File: src/rtl/font_rom_arbiter.sv
// Font ROM arbiter: two requesters share one font ROM, A has priority, B is starvation-protected.
// Latency: grant in cycle c -> rom_rd in c+1 -> valid_x in c+2+ROM_LAT, fixed regardless of load.
// Backpressure: gnt_x is combinational; a requester holds req_x until granted, dropping it cancels.
module font_rom_arbiter #(
  parameter int ROM_LAT      = 1,  // legal 1..4
  parameter int STARVE_LIMIT = 8   // legal 1..15
) (
  input  logic        clk_50MHz,
  input  logic        reset,
  input  logic        req_a,
  input  logic [10:0] offset_a,
  input  logic [5:0]  idx_a,
  output logic        gnt_a,
  output logic        valid_a,
  output logic [7:0]  data_a,
  input  logic        req_b,
  input  logic [10:0] offset_b,
  input  logic [5:0]  idx_b,
  output logic        gnt_b,
  output logic        valid_b,
  output logic [7:0]  data_b,
  output logic [10:0] rom_addr,
  output logic        rom_rd,
  input  logic [7:0]  rom_data,
  output logic [1:0]  arb_state_o
);

  typedef enum logic [1:0] {
    IDLE    = 2'd0,
    SERV_A  = 2'd1,
    SERV_B  = 2'd2,
    FORCE_B = 2'd3
  } arb_state_t;

  localparam logic [3:0] STARVE_MAX = 4'(STARVE_LIMIT);

  arb_state_t       state_q, state_d;
  logic [3:0]       starve_q, starve_d;
  logic [10:0]      addr_q, addr_d;
  logic             gnt_a_d, gnt_b_d, xfer;
  // Stage 0 lines up with rom_rd, stage ROM_LAT with valid rom_data.
  logic [ROM_LAT:0] pvld_q, pown_q;
  logic             valid_a_q, valid_b_q;
  logic [7:0]       data_a_q, data_b_q;

  // Grant selection: starved B first, then A, then B; nothing while in reset.
  always_comb begin
    gnt_a_d = 1'b0;
    gnt_b_d = 1'b0;
    state_d = IDLE;
    if (!reset) begin
      if (req_b && (starve_q == STARVE_MAX)) begin
        gnt_b_d = 1'b1;
        state_d = FORCE_B;
      end else if (req_a) begin
        gnt_a_d = 1'b1;
        state_d = SERV_A;
      end else if (req_b) begin
        gnt_b_d = 1'b1;
        state_d = SERV_B;
      end
    end
  end

  assign xfer = gnt_a_d | gnt_b_d;

  // Starvation count and next ROM address; address wraps naturally at 11 bits.
  always_comb begin
    starve_d = starve_q;
    if (gnt_b_d || !req_b) begin
      starve_d = 4'd0;
    end else if (starve_q != STARVE_MAX) begin
      starve_d = starve_q + 4'd1;
    end
    addr_d = addr_q;
    if (gnt_b_d) begin
      addr_d = offset_b + {5'b0, idx_b};
    end else if (gnt_a_d) begin
      addr_d = offset_a + {5'b0, idx_a};
    end
  end

  // Arbiter state, counter, address and response capture.
  always_ff @(posedge clk_50MHz) begin
    if (reset) begin
      state_q   <= IDLE;
      starve_q  <= 4'd0;
      addr_q    <= 11'd0;
      valid_a_q <= 1'b0;
      valid_b_q <= 1'b0;
      data_a_q  <= 8'd0;
      data_b_q  <= 8'd0;
    end else begin
      state_q   <= state_d;
      starve_q  <= starve_d;
      addr_q    <= addr_d;
      valid_a_q <= pvld_q[ROM_LAT] & ~pown_q[ROM_LAT];
      valid_b_q <= pvld_q[ROM_LAT] & pown_q[ROM_LAT];
      if (pvld_q[ROM_LAT] && !pown_q[ROM_LAT]) begin
        data_a_q <= rom_data;
      end
      if (pvld_q[ROM_LAT] && pown_q[ROM_LAT]) begin
        data_b_q <= rom_data;
      end
    end
  end

  // Owner tag shift pipeline; reset drops every read still in flight.
  always_ff @(posedge clk_50MHz) begin
    if (reset) begin
      pvld_q <= '0;
      pown_q <= '0;
    end else begin
      pvld_q <= {pvld_q[ROM_LAT-1:0], xfer};
      pown_q <= {pown_q[ROM_LAT-1:0], gnt_b_d};
    end
  end

  assign gnt_a       = gnt_a_d;
  assign gnt_b       = gnt_b_d;
  assign rom_addr    = addr_q;
  assign rom_rd      = pvld_q[0];
  assign valid_a     = valid_a_q;
  assign valid_b     = valid_b_q;
  assign data_a      = data_a_q;
  assign data_b      = data_b_q;
  assign arb_state_o = state_q;

endmodule

File: config.mk
export PLATFORM = sky130hd
export DESIGN_NAME = font_rom_arbiter
export DESIGN_NICKNAME = d
export VERILOG_FILES = /design/src/rtl/font_rom_arbiter.sv
export SDC_FILE = /design/constraint.sdc
export NUM_CORES = 1
export LEC_CHECK = 0
export CELL_PAD_IN_SITES_DETAIL_PLACEMENT = 1
export CELL_PAD_IN_SITES_GLOBAL_PLACEMENT = 1
export CORE_MARGIN = 8
export CORE_UTILIZATION = 34
export CTS_CLUSTER_DIAMETER = 200
export DETAILED_ROUTE_END_ITERATION = 7
export PLACE_DENSITY_LB_ADDON = 0.1
export REMOVE_ABC_BUFFERS = 1
export SLEW_MARGIN = 20
export SYNTH_ARGS = -nofsm -noshare
export SYNTH_HDL_FRONTEND = slang
export SYNTH_SLANG_ARGS = --single-unit
File: constraint.sdc
create_clock -name clk_50MHz -period 3.25 [get_ports clk_50MHz]
set_input_delay 0.65 -clock clk_50MHz [delete_from_list [all_inputs] [get_ports clk_50MHz]]
set_output_delay 0.65 -clock clk_50MHz [all_outputs]
set_load 0.1 [all_outputs]
==> flow_summary.ini, run 1 <==
[setup_path]
worstPathRequired_ns = 2.60
start_kind = input port
setup.worst_path.class = input port to output port
arrival_ns = 1.98
critPathCaptureType = output port
worstPathMaxFanout = 11

[floorplan]
core_area_um2 = 6240
die_w_um = 95.5
ioPinCount = 80
die_h_um = 95.5
die-area_um2 = 9130
fp-row-count = 29
initial_core_util = 0.345

[cts]
cts_sinks = 39
ctsHoldBuffers = 0
post_cts_resized = 0
cts_tree = built
cts_buffers = 5
clk-insertion-delay-late_ns = 0.29
htreeDepth = 2
post_cts_buffers = 0
clk_pin_slew_worst_paths_ns = 0.08
ctsRootBufferMaster = clkbuf_8
cts_buffer_depth = 2

[global_routing]
grt.overflow.total = 0
grt_pass1_wl_mm = 10.6
track_usage = 0.146
grt_max_degree = 33
grt_pass1_vias = 2205
antenna_found_initial = 0

[logic_synthesis]
yosysUniqueCellTypes = 51
synth_area_leader_cell = dfxtp_1
yosysSeqAreaShare = 0.363
avgSynthCellArea_um2 = 8.50
synth_area_leaders = dfxtp_1, ha_1, a21oi_1, nand2_1, nor2_1
synth_edf_count = 0
yosys.area.top_type_share = 0.363
syn_area_um2 = 2150
syn_inst = 253
synth_warnings = 0
ys_ff_latch = 39
synth_flop_cell = dfxtp_1
synth.most_common_cell = dfxtp_1
synthArstFlopShare = 0
yosys-top-cells-count = dfxtp_1, nand2_1, a21oi_1, nor2_1, inv_1

[place]
port_buffers = 79
place_congestion = 0.784
dp_worst_setup_slack_ns = 0.375
dp_hpwl_mm = 5.08

[sta]
maxSlewViolCount = 0
slew_headroom = 0.609
max_clock_freq_ghz = 0.380
period_needed_ns = 2.63
setup_viol = 0
worst_slew_pin_slew_ns = 0.585
rsz0062_at_grt = false
worst_slack_ns = 0.619
finClkSkew_ns = 0.00533
final.period_utilization = 0.810
hold_viol = 0
fin_setup_tns_ns = 0

[final_layout]
layout.nets = 394
fin_util = 0.485
diodes = 0
area_growth_pct = 40.8
drive_above_1_share = 0.171

[power]
power.density_nw_per_um2 = 416
power.leakage_nw = 1.27
worst_ir_drop_vdd_v = 0.000209

[route]
routedWlPerCell_um = 15.4
drtAntennaViolNets = 0
drt_iter0_drc = 51
vias_per_cell = 4.96
num_vias = 2034
dr.pass1.iters = 4
drc_errors = 0
wirelength_mm = 6.31

[outcome]
status = complete, no violations

[hold_path]
hp-class = flip-flop to flip-flop

[run]
max-cap-violations = 0
## state kept, by name, summed over array words and instances, names as in the netlist
| register | flops |
|---|---|
| pvld_q | 2 |
| data_b | 8 |
| rom_addr | 11 |
| valid_a | 1 |
| valid_b | 1 |
| starve_q | 4 |
| arb_state_o | 2 |
| pown_q | 2 |
| data_a | 8 |
## final cells by class
type | instances | area, um^2
Clock buffer | 6 | 72.6
Clock inverter | 2 | 12.5
Fill cell | 755 | 3210
Inverter | 16 | 60.1
Multi-Input combinational cell | 189 | 1260
Sequential cell | 39 | 781
Tap cell | 77 | 96.3
Timing Repair Buffer | 81 | 746
## cell usage in the layout (no fill, tap or decap), drive strengths merged, types with 2 or more instances in the layout
cell / netlist / routed
inv: 16 / 16
o2111ai: 2 / 2
o21a: 3 / 3
nor3: 3 / 3
a21o: 3 / 3
dfxtp: 39 / 39
nand2: 33 / 33
clkbuf: 4 / 6
xnor2: 8 / 8
buf: 5 / 36
xor2: 4 / 4
a21oi: 24 / 24
nor2b: 6 / 6
nand3b: 5 / 5
mux2i: 2 / 2
o21bai: 4 / 4
o31ai: 2 / 2
clkdlybuf4s50: 0 / 45
o21ai: 11 / 11
a211oi: 7 / 7
a31oi: 2 / 2
nand2b: 4 / 4
or2: 2 / 2
ha: 14 / 14
or3: 2 / 2
fa: 2 / 2
nor2: 22 / 22
a221oi: 2 / 2
nand3: 12 / 12
## worst max-delay path, cell delays in order
cell	delay (ns)
clkdlybuf4s50_1	0.65
nand3b_4	0.18
inv_2	0.28
buf_12	0.22
## worst paths after layout
| kind | startpoint | end | cells after the start | slack, ns |
|---|---|---|---|---|
| worst max-delay path | req_b | gnt_b | 4 | 0.62 |
| worst max register to register | starve_q[0]$_SDFFE_PP0P_ | rom_addr[2]$_SDFFE_PP0P_ | 9 | 1.46 |
| worst min register to register | pown_q[0]$_SDFF_PP0_ | pown_q[1]$_SDFF_PP0_ | 1 | 0.44 |
| worst min-delay path | pown_q[0]$_SDFF_PP0_ | pown_q[1]$_SDFF_PP0_ | 1 | 0.44 |
## layer usage
metal  track usage  up-vias  part of all wire
met5             0        -                 0
met4        0.0346        0            0.0094
met3        0.0394        6             0.061
met2         0.249       46              0.48
met1         0.179      954              0.45
li1              -     1028                 -
## logic make-up (layout without fill, tap and decap cells)
kind of cell	after synthesis	count (layout)	share of synthesized area
multiplexers	3	3	0.0145
AND/OR/NAND/NOR	91	91	0.211
flip-flops	39	39	0.363
AO/OA/AOI/OAI	67	67	0.212
adder cells (fa/ha/maj)	16	16	0.100
buffers and inverters	25	105	0.0512
XOR/XNOR	12	12	0.0489
## where the power goes
group | internal, mW | total [mW] | switching [mW]
combinational | 0.148 | 0.419 | 0.271
sequential | 0.499 | 0.515 | 0.0152
clock | 0.150 | 0.326 | 0.176
total | 0.798 | 1.26 | 0.462
## through the flow
step	power [mW]	instance area, um^2	hold slack, ns	cells
3_3_place_gp	0.945	2940	0.420	402
6_report	1.26	3030	0.444	410
3_5_place_dp	0.949	2940	0.429	402
4_1_cts	1.28	3030	0.444	410
5_1_grt	1.33	3030	0.453	410
2_1_floorplan	0.802	2100	0.414	244
Power figures use the tool's default switching activity.
==> run 2, diff against run 1 <==
--- a/config.mk
+++ b/config.mk
@@ -8,7 +8,7 @@
 export CELL_PAD_IN_SITES_DETAIL_PLACEMENT = 1
 export CELL_PAD_IN_SITES_GLOBAL_PLACEMENT = 1
 export CORE_MARGIN = 8
-export CORE_UTILIZATION = 34
+export CORE_UTILIZATION = 32
 export CTS_CLUSTER_DIAMETER = 200
 export DETAILED_ROUTE_END_ITERATION = 7
 export PLACE_DENSITY_LB_ADDON = 0.1
==> constraint.sdc (replaced) <==
create_clock -name clk_50MHz -period 2.6 [get_ports clk_50MHz]
set_input_delay 0.52 -clock clk_50MHz [delete_from_list [all_inputs] [get_ports clk_50MHz]]
set_output_delay 0.52 -clock clk_50MHz [all_outputs]
set_load 0.1 [all_outputs]
==> run 2 against run 1 <==
Compared with the run above: register-to-register slack worse by 0.64 ns; non-clock buffer count up 5; cell count grew 2.0%; sequential share of layout area down 0.73 points; hold slack improved by 0.0033 ns; largest cell class unchanged; largest power group unchanged.
==> flow_summary.ini, run 2 (synthesized netlist as in run 1, its figures left out) <==
[global_routing]
grt_pass1_vias = 2153
antenna_found_initial = 0
track_usage = 0.135
grt.overflow.total = 0
grt_pass1_wl_mm = 10.6
grt_max_degree = 22

[power]
power.density_nw_per_um2 = 570
finalPower_mw = 1.78
worst_ir_drop_vdd_v = 0.000237
power.leakage_nw = 1.32

[route]
wirelength_mm = 6.17
drc_errors = 0
dr.pass1.iters = 4
routedWlPerCell_um = 14.7
drtAntennaViolNets = 0
vias_per_cell = 4.81
num_vias = 2011
drt_iter0_drc = 43

[floorplan]
fp-row-count = 30
initial_core_util = 0.324
die_w_um = 98.0
ioPinCount = 80
die-area_um2 = 9600
die_h_um = 98.0
core_area_um2 = 6640

[final_layout]
layout_common_cells = clkdlybuf4s50_1, dfxtp_1, buf_4
layout.nets = 399
area_growth_pct = 44.9
drive_above_1_share = 0.183
n_fill_cell = 820
largest_register_ffs = 11
multi_input_area_um2 = 1260
diodes = 0
ff_latch_area_um2 = 781
final_common_cell = clkdlybuf4s50_1

[setup_path]
max_stage_delay_ns = 0.58
critPathCaptureType = output port
arrival_ns = 1.89
worstPathMaxFanout = 7
start_kind = input port
worstPathRequired_ns = 2.08
path_cells = clkdlybuf4s50_1 -> and2b_1 -> a21boi_4 -> buf_12
slowest_stage = clkdlybuf4s50_1
setup.worst_path.class = input port to output port

[sta]
worst_slew_pin_slew_ns = 0.529
max_clock_freq_ghz = 0.415
finClkSkew_ns = 0.00295
slew_headroom = 0.646
period_needed_ns = 2.41
hold_viol = 0
rsz0062_at_grt = false
setup_viol = 0
maxSlewViolCount = 0
worst_slack_ns = 0.188
final.period_utilization = 0.928

[run]
max-cap-violations = 0

[place]
dp_worst_setup_slack_ns = -0.0510
port_buffers = 79
place_congestion = 0.795
dp_hpwl_mm = 5.18

[cts]
ctsHoldBuffers = 0
clk-insertion-delay-late_ns = 0.29
ctsRootBufferMaster = clkbuf_8
post_cts_buffers = 0
cts_tree = built
cts_sinks = 39
cts_buffers = 5
post_cts_resized = 0
htreeDepth = 2
clk_pin_slew_worst_paths_ns = 0.08
cts_buffer_depth = 2

[outcome]
status = complete, no violations

[hold_path]
hp-class = flip-flop to flip-flop
[run 2: area by class of cell]
cell class | instances | area share
clock buffer | 6 | 0.0233
clock inverter | 2 | 0.0193
inverter | 16 | 0.0193
multi-input combinational | 189 | 0.404
sequential | 39 | 0.251
tap | 80 | 0.0321
timing repair buffer | 86 | 0.251
[run 2: metrics by stage]
stage | instance area, um^2 | hold slack, ns | utilization | TNS [ns] | instances
floorplan | 2100 | 0.414 | - | 0 | 244
global placement | 2980 | 0.421 | 0.449 | 0 | 410
detailed placement | 2980 | 0.430 | 0.449 | -0.0894 | 410
CTS | 3120 | 0.443 | 0.469 | 0 | 418
global route | 3120 | 0.469 | 0.469 | 0 | 418
finish | 3120 | 0.448 | 0.469 | 0 | 418
[run 2: final timing paths]
| kind | end | cells after the start | slack, ns | startpoint |
|---|---|---|---|---|
| worst min register to register | pown_q[1]$_SDFF_PP0_ | 1 | 0.45 | pown_q[0]$_SDFF_PP0_ |
| worst max-delay path | gnt_a | 4 | 0.19 | reset |
| worst max register to register | rom_addr[3]$_SDFFE_PP0P_ | 8 | 0.82 | starve_q[0]$_SDFFE_PP0P_ |
| worst min-delay path | pown_q[1]$_SDFF_PP0_ | 1 | 0.45 | pown_q[0]$_SDFF_PP0_ |
[run 2: worst max-delay path: cells and delay by family]
| family | cells | cell delay, ns |
|---|---|---|
| AOI/OAI and AO/OA | 1 | 0.27 |
| and+or+nand+nor | 1 | 0.30 |
| buffers and inverters | 2 | 0.79 |
[run 2: routing by layer]
metal	share of wire	track usage
met4	0.012	0.0432
met1	0.43	0.156
met5	0	0
met3	0.062	0.0398
met2	0.49	0.231
[run 2: where the power goes]
part	switching [mW]	internal [mW]
logic	0.341	0.192
registers	0.0164	0.624
clock network	0.218	0.384
total	0.575	1.20
